### src/rtl/mmio_port_responder.sv
// mmio_port_responder: data-bus slave holding an output port, a synchronized input port
// with rise detection, and a one-shot down-counting timer with sticky status flags.
`default_nettype none

module mmio_port_responder #(
  parameter logic [31:0] BASE_ADDRESS = 32'h0000_1000
) (
  input  logic        clk,
  input  logic        reset,
  input  logic [31:0] Address,
  input  logic [31:0] WriteData,
  input  logic        MemWrite,
  input  logic        MemRead,
  input  logic [7:0]  PortIn,
  output logic [31:0] ReadData,
  output logic        Hit,
  output logic [31:0] PortOut,
  output logic        Irq
);

  localparam logic [4:0] OFF_PORT_OUT    = 5'h00;
  localparam logic [4:0] OFF_PORT_IN     = 5'h04;
  localparam logic [4:0] OFF_STATUS      = 5'h08;
  localparam logic [4:0] OFF_TIMER_LOAD  = 5'h0C;
  localparam logic [4:0] OFF_TIMER_COUNT = 5'h10;

  logic [31:0] port_out_q, port_out_d;
  logic [7:0]  sync1_q, sync2_q, prev_q;
  logic        rise_q, rise_d;
  logic        tdone_q, tdone_d;
  logic [31:0] load_q, load_d;
  logic [31:0] count_q, count_d;
  logic        running_q, running_d;

  logic [4:0]  offset;
  logic        base_match;
  logic        offset_valid;
  logic        wr_en;
  logic        wr_port_out;
  logic        wr_status;
  logic        wr_load;
  logic        rise_evt;
  logic        tdone_evt;

  // ---------------------------------------------------------------------------
  // Address decode
  // ---------------------------------------------------------------------------
  assign offset     = Address[4:0];
  assign base_match = (Address[31:5] == BASE_ADDRESS[31:5]);

  always_comb begin
    offset_valid = 1'b0;
    case (offset)
      OFF_PORT_OUT, OFF_PORT_IN, OFF_STATUS,
      OFF_TIMER_LOAD, OFF_TIMER_COUNT: offset_valid = 1'b1;
      default:                         offset_valid = 1'b0;
    endcase
  end

  assign Hit         = base_match & offset_valid;
  assign wr_en       = Hit & MemWrite;
  assign wr_port_out = wr_en & (offset == OFF_PORT_OUT);
  assign wr_status   = wr_en & (offset == OFF_STATUS);
  assign wr_load     = wr_en & (offset == OFF_TIMER_LOAD);

  // ---------------------------------------------------------------------------
  // Read mux: purely combinational so loads complete in the same cycle
  // ---------------------------------------------------------------------------
  always_comb begin
    ReadData = 32'd0;
    if (Hit && MemRead) begin
      case (offset)
        OFF_PORT_OUT:    ReadData = port_out_q;
        OFF_PORT_IN:     ReadData = {24'd0, sync2_q};
        OFF_STATUS:      ReadData = {30'd0, tdone_q, rise_q};
        OFF_TIMER_LOAD:  ReadData = load_q;
        OFF_TIMER_COUNT: ReadData = count_q;
        default:         ReadData = 32'd0;
      endcase
    end
  end

  assign rise_evt = |(sync2_q & ~prev_q);

  // ---------------------------------------------------------------------------
  // Next-state logic
  // ---------------------------------------------------------------------------
  always_comb begin
    port_out_d = port_out_q;
    load_d     = load_q;
    count_d    = count_q;
    running_d  = running_q;
    tdone_evt  = 1'b0;

    if (wr_port_out) begin
      port_out_d = WriteData;
    end

    // A load always overrides the decrement, including on the expiry edge.
    if (wr_load) begin
      load_d    = WriteData;
      count_d   = WriteData;
      running_d = (WriteData != 32'd0);
      tdone_evt = (WriteData == 32'd0);
    end else if (running_q) begin
      if (count_q <= 32'd1) begin
        count_d   = 32'd0;
        running_d = 1'b0;
        tdone_evt = 1'b1;
      end else begin
        count_d = count_q - 32'd1;
      end
    end

    // Set events dominate a simultaneous write-one-to-clear.
    rise_d  = rise_evt  | (rise_q  & ~(wr_status & WriteData[0]));
    tdone_d = tdone_evt | (tdone_q & ~(wr_status & WriteData[1]));
  end

  // ---------------------------------------------------------------------------
  // State registers
  // ---------------------------------------------------------------------------
  always_ff @(posedge clk or negedge reset) begin
    if (!reset) begin
      port_out_q <= 32'd0;
      sync1_q    <= 8'd0;
      sync2_q    <= 8'd0;
      prev_q     <= 8'd0;
      rise_q     <= 1'b0;
      tdone_q    <= 1'b0;
      load_q     <= 32'd0;
      count_q    <= 32'd0;
      running_q  <= 1'b0;
    end else begin
      port_out_q <= port_out_d;
      sync1_q    <= PortIn;
      sync2_q    <= sync1_q;
      prev_q     <= sync2_q;
      rise_q     <= rise_d;
      tdone_q    <= tdone_d;
      load_q     <= load_d;
      count_q    <= count_d;
      running_q  <= running_d;
    end
  end

  assign PortOut = port_out_q;
  assign Irq     = rise_q | tdone_q;

endmodule

`default_nettype wire
### config.mk
export PLATFORM = sky130hd
export DESIGN_NAME = mmio_port_responder
export DESIGN_NICKNAME = d
export VERILOG_FILES = /design/src/rtl/mmio_port_responder.sv
export SDC_FILE = /design/constraint.sdc
export NUM_CORES = 1
export LEC_CHECK = 0
export ABC_AREA = 0
export CAP_MARGIN = 10
export CORE_AREA = 2 2 144 90
export CTS_BUF_LIST = sky130_fd_sc_hd__clkbuf_16
export DETAILED_ROUTE_END_ITERATION = 10
export DIE_AREA = 0 0 146 92
export GPL_TIMING_DRIVEN = 0
export MAX_ROUTING_LAYER = met4
export PLACE_DENSITY_LB_ADDON = 0.1
export SYNTH_ARGS = -nofsm -noshare
export SYNTH_HDL_FRONTEND = slang
export SYNTH_SLANG_ARGS = --single-unit
### constraint.sdc
create_clock -name clk -period 3.9 [get_ports clk]
set_clock_uncertainty 0.2 [all_clocks]
set_input_delay 0.78 -clock clk [delete_from_list [all_inputs] [get_ports clk]]
set_output_delay 0.78 -clock clk [all_outputs]
set_load 0.01 [all_outputs]
Word level (Yosys, flattened, before mapping)
Index checks and enable logic that the tools add are counted.

storage, ports and cells
  register bits after elaboration = 123
  bits of input ports = 76

operators by class
  reduce and logical (&&, ||, !) cells = 7
  magnitude comparators = 1
  mux-type cells = 12
  add/sub/neg operators = 1
  bitwise operators = 16
  equal/unequal tests = 5

operators by type and width
  cell                                                                               number
  32-bit case mux with 5 select lines                                                1
  32-bit two-way mux                                                                 4
  32-bit by 1-bit less-or-equal comparator with 1-bit output, second input constant  1
  32-bit logical NOT                                                                 1
  32-bit nonzero test                                                                1
  32-bit by 1-bit subtractor with 32-bit output, second input constant               1
  27-bit by 8-bit == test with 1-bit output, second input constant                   1
  5-bit by 4-bit == test with 1-bit output, second input constant                    2
  1-bit AND                                                                          9
  8-bit AND                                                                          1
  8-bit inverter                                                                     1
  8-bit OR reduction                                                                 1
  1-bit two-way mux                                                                  7
  5-bit by 3-bit == test with 1-bit output, second input constant                    1
  5-bit == test, second input constant                                               1
  5-bit logical NOT                                                                  1
  5-bit OR reduction                                                                 1
  1-bit bitwise OR                                                                   3
  1-bit inverter                                                                     2
  2-bit nonzero test                                                                 1
  1-bit logical AND                                                                  1

Logic depth before layout (Yosys ltp)
  depth after elaboration = 10
  gate-level depth with buffers = 9
  depth with buffers taken out = 8

Worst setup path before layout
Ideal clock, no wire load.

  path kind = input -> output
  start point = input Address[10]
  end point = output ReadData[2]
  cell stages on the path = 6
  arrival = 2.367 ns
  path slack = 0.553 ns
  buffers on the path = 1
  path through = nor4b_1 nand4_1 nor3_1 nand2_1 clkbuf_1 a21oi_1

between the ends
  longest elaborated chain between the ends = 4

RTL lines
  element                                    RTL line  RTL
  start, declared                            10        input logic [31:0] Address,
  27-bit by 8-bit == test with 1-bit output  49        assign base_match = (Address[31:5] == BASE_ADDRESS[31:5]);
  1-bit AND                                  60        assign Hit = base_match & offset_valid;
  net Hit                                    16        output logic Hit,
  1-bit logical AND                          71        if (Hit && MemRead) begin
  32-bit two-way mux                         71
  end, declared                              15        output logic [31:0] ReadData,

The timed path passes the listed nets, and every way through them passes these cells.

Final worst setup path
  start point = input Address[1]
  end point = output ReadData[1]

between the ends
  longest elaborated chain between the ends = 6

RTL lines
  element                                                                 RTL line  RTL
  5-bit by 4-bit == test with 1-bit output, or another cell as far along  53, 72
  5-bit OR reduction                                                      53        case (offset)
  1-bit two-way mux                                                       53
  1-bit AND                                                               60
  1-bit logical AND                                                       71
  32-bit two-way mux (*)                                                  71

Mark *: on every way between the ends. The rest lies on a longest branch, timed or not.

==> run_results.csv <==
group,metric,value,unit
placed_design,io_buffers,141,
yosys,ys_seq_area_frac,0.521,
timing,hold_viol,0,
clock_tree,cts_tree,"yes",
timing,max_freq,263,MHz
drt,wl_per_cell,21.3,um
yosys,synth-main-ff-cell,"dfrtp_1",
drt,drtPass1Iterations,10,
placed_design,place.gp.congestion,0.916,
timing,holdWs,0.0770,ns
yosys,syn_inst,616,
final_layout,area_delta_synth_final,40.1,%
final_layout,seqCellArea,3080,um2
power,p_switching,0.000689,W
floorplan,core,12300,um2
power,swShare,0.225,
final_layout,final_nets,854,
drt,via_per_inst,6.02,
clock_tree,htree_levels,4,
power,peakVddDrop,0.330,mV
timing,fin_ws,0.0986,ns
drt,drc,0,
power,intPower,0.00237,W
yosys,yosys.area.top_type_share,0.521,
yosys,synth_edf_count,0,
floorplan,num_io_pins,142,
yosys,yosys.cell_types.count,52,
floorplan,die-height,92,um
yosys,synth_seq_cells,123,
drt,ant_nets,0,
yosys,post-synth-top-area-cell,"dfrtp_1",
critical_path,cp_data_arrival_time,2.82,ns
power,clkPwrFrac,0.526,
yosys,ys_warn_count,0,
global_route,antenna_found_initial,0,
clock_tree,clock-sinks,123,
yosys,synth_area_per_cell,9.59,um2
yosys,ys_async_sr_fraction,1.00,
timing,min_period_over_period,0.975,
clock_tree,clk_latency,0.42,ns
critical_path,cp_cell_sequence,"clkdlybuf4s50_1 > nor2_1 > and3_2 > clkbuf_4 > a222oi_1 > a21oi_1 > dlygate4sd2_1",
status,outcome,"complete, no violations",
global_route,gr-total-overflow,0,
yosys,synth_area,5910,um2
final_layout,drive_gt1_frac,0.132,
critical_path,crit_slowest_cell,"clkdlybuf4s50_1",
critical_path,worst-setup-path-type,"primary input to output port",
yosys,synth_nets,694,
clock_tree,cts-root-buf,"clkbuf_16",
final_layout,multi_input_area,2710,um2
critical_path,worst_setup_path_start_kind,"primary input",
yosys,synthTopCellsByArea,"dfrtp_1 (52%), nand2_1 (7.8%), mux2_2 (6.1%), a222oi_1 (5.4%), nor2_1 (4.0%)",
clock_tree,clk_pin_slew_worst_paths,0.06,ns
global_route,grt_pass1_wl,32.4,mm
timing,worstMarginPinSlew,0.748,ns
global_route,grt_pass1_vias,5643,
critical_path,end_kind,"output port",
placed_design,hpwl,14.8,mm
power,p_comb_frac,0.051,
drt,vias,5777,
clock_tree,cts_buffer_depth,2,
floorplan,rows,32,
drt,drt_iter0_markers,736,
run,cap_viol_max_count,0,
timing,final.min_clock_period,3.80,ns
timing,rsz0062_at_grt,"false",
floorplan,die_area,13400,um2
clock_tree,numCtsBuffers,17,
timing,relSlewSlack,0.501,
global_route,track_usage,0.325,
min_path,hold_class,"primary input to async pin",
critical_path,worstPathMaxFanout,10,
power,p_leak,3.69,nW
timing,slew_violations,0,
final_layout,fillers,1017,
timing,finalSetupViolations,0,
floorplan,start_util,0.479,
placed_design,place_ws,-0.828,ns
critical_path,slowest_delay,0.54,ns
floorplan,die_w,146,um
critical_path,worstPathRequired,2.92,ns
final_layout,diodes,0,
drt,drt_wl_total,20.5,mm
power,p_per_area,370,nW/um2
global_route,grt_max_degree,80,
power,power_frac_seq,0.423,
area by class of cell:
cell class              count  area share
multi-input cells         443       0.327
repair buffers            144       0.175
clock inverters            15      0.0215
well taps                 170      0.0257
clock buffers              17      0.0514
plain buffers              35      0.0224
flip-flops and latches    123       0.372
inverters                  12     0.00544
metrics by stage:
step	setup TNS (ns)	area, um2	power, W	cells	util
final	0	8270	0.00306	959	0.671
after global routing	0	8270	0.00315	959	0.671
after CTS	0	8220	0.00307	958	0.666
after detailed placement	-25.97	7560	0.00147	928	0.613
after global placement	-376.53	7530	0.00146	927	0.611
after floorplan	0	5910	0.00133	616	-
registers in the layout (all words and copies together) (netlist names):
signal     cells
running_q      1
prev_q         8
sync2_q        8
tdone_q        1
PortOut       32
rise_q         1
sync1_q        8
count_q       32
load_q        32
worst max-delay path: cells and delay by family:
family / cells / cell delay, ns
and+or+nand+nor: 2 / 0.39
AOI/OAI and AO/OA: 2 / 0.56
buffers and inverters: 3 / 1.09
routing by layer:
metal,track usage,share of wire,vias up
met2,0.472,0.42,355
met4,0.0647,0.013,0
met5,-,0,-
met3,0.0826,0.11,26
met1,0.467,0.45,2798
li1,-,-,2598
logic make-up (layout without fill, tap and decap cells):
family          count (synthesis)  after routing  share of synthesized area
compound gates                131            131                      0.158
fa+ha+maj                       2              2                    0.00424
buf+inv                        50            223                     0.0324
flops                         123            123                      0.521
mux                            32             32                     0.0610
simple gates                  278            278                      0.223
timing repair:
item	CTS	global route
gates resized for setup	60	15
endpoints found under the setup margin	33	8
buffers inserted	1	0
pin swaps	4	2
hold buffers	0	0
cells in the mapped netlist, drive strengths merged, types with 4 or more instances:
master / count
o22a: 5
a21oi: 30
nor3: 16
or3: 7
or2: 4
dfrtp: 123
nand3: 10
o21ai: 25
a222oi: 32
o21a: 7
o31ai: 4
clkbuf: 35
inv: 12
nand2: 123
mux2: 32
and3: 7
o41ai: 4
or4: 6
nand4: 8
a31oi: 8
nor4: 21
nor2: 63
power by group through the flow:
stage               Sequential (W)  Combinational (W)  Clock [W]
floorplan                  0.00132          0.0000183          0
CTS                        0.00130           0.000154    0.00162
global route               0.00130           0.000169    0.00169
detailed placement         0.00132           0.000151          0
global placement           0.00132           0.000145          0
finish                     0.00130           0.000156    0.00161
placed cells by master (no fill, tap or decap), types with 7 or more instances in the layout:
cell               n
a21oi_1           30
a222oi_1          32
a31oi_1            8
clkbuf_1          20
clkbuf_16         17
clkbuf_4           7
clkdlybuf4s50_1  106
dfrtp_1          123
dlygate4sd2_1     25
dlymetal6s2s_1     9
inv_1             14
mux2_2            32
nand2_1          121
nand3_1           10
nand4_1            8
nor2_1            62
nor3_1            13
nor4_1            17
o21a_1             7
o21ai_0           24
path summary, 6_finish.rpt:
check / startpoint / endpoint / slack (ns) / cells past startpoint
setup / recovery: Address[1] / ReadData[1] / 0.1 / 7
hold / removal: reset / sync1_q[5] / 0.08 / 1
setup reg to reg: count_q[1] / count_q[24] / 0.70 / 8
hold reg to reg: sync1_q[5] / sync2_q[5] / 0.15 / 0
max in group asynchronous: reset / PortOut[28] / 2.67 / 2
min in group clk: sync1_q[5] / sync2_q[5] / 0.15 / 0
(Power assumes the default switching activity.)
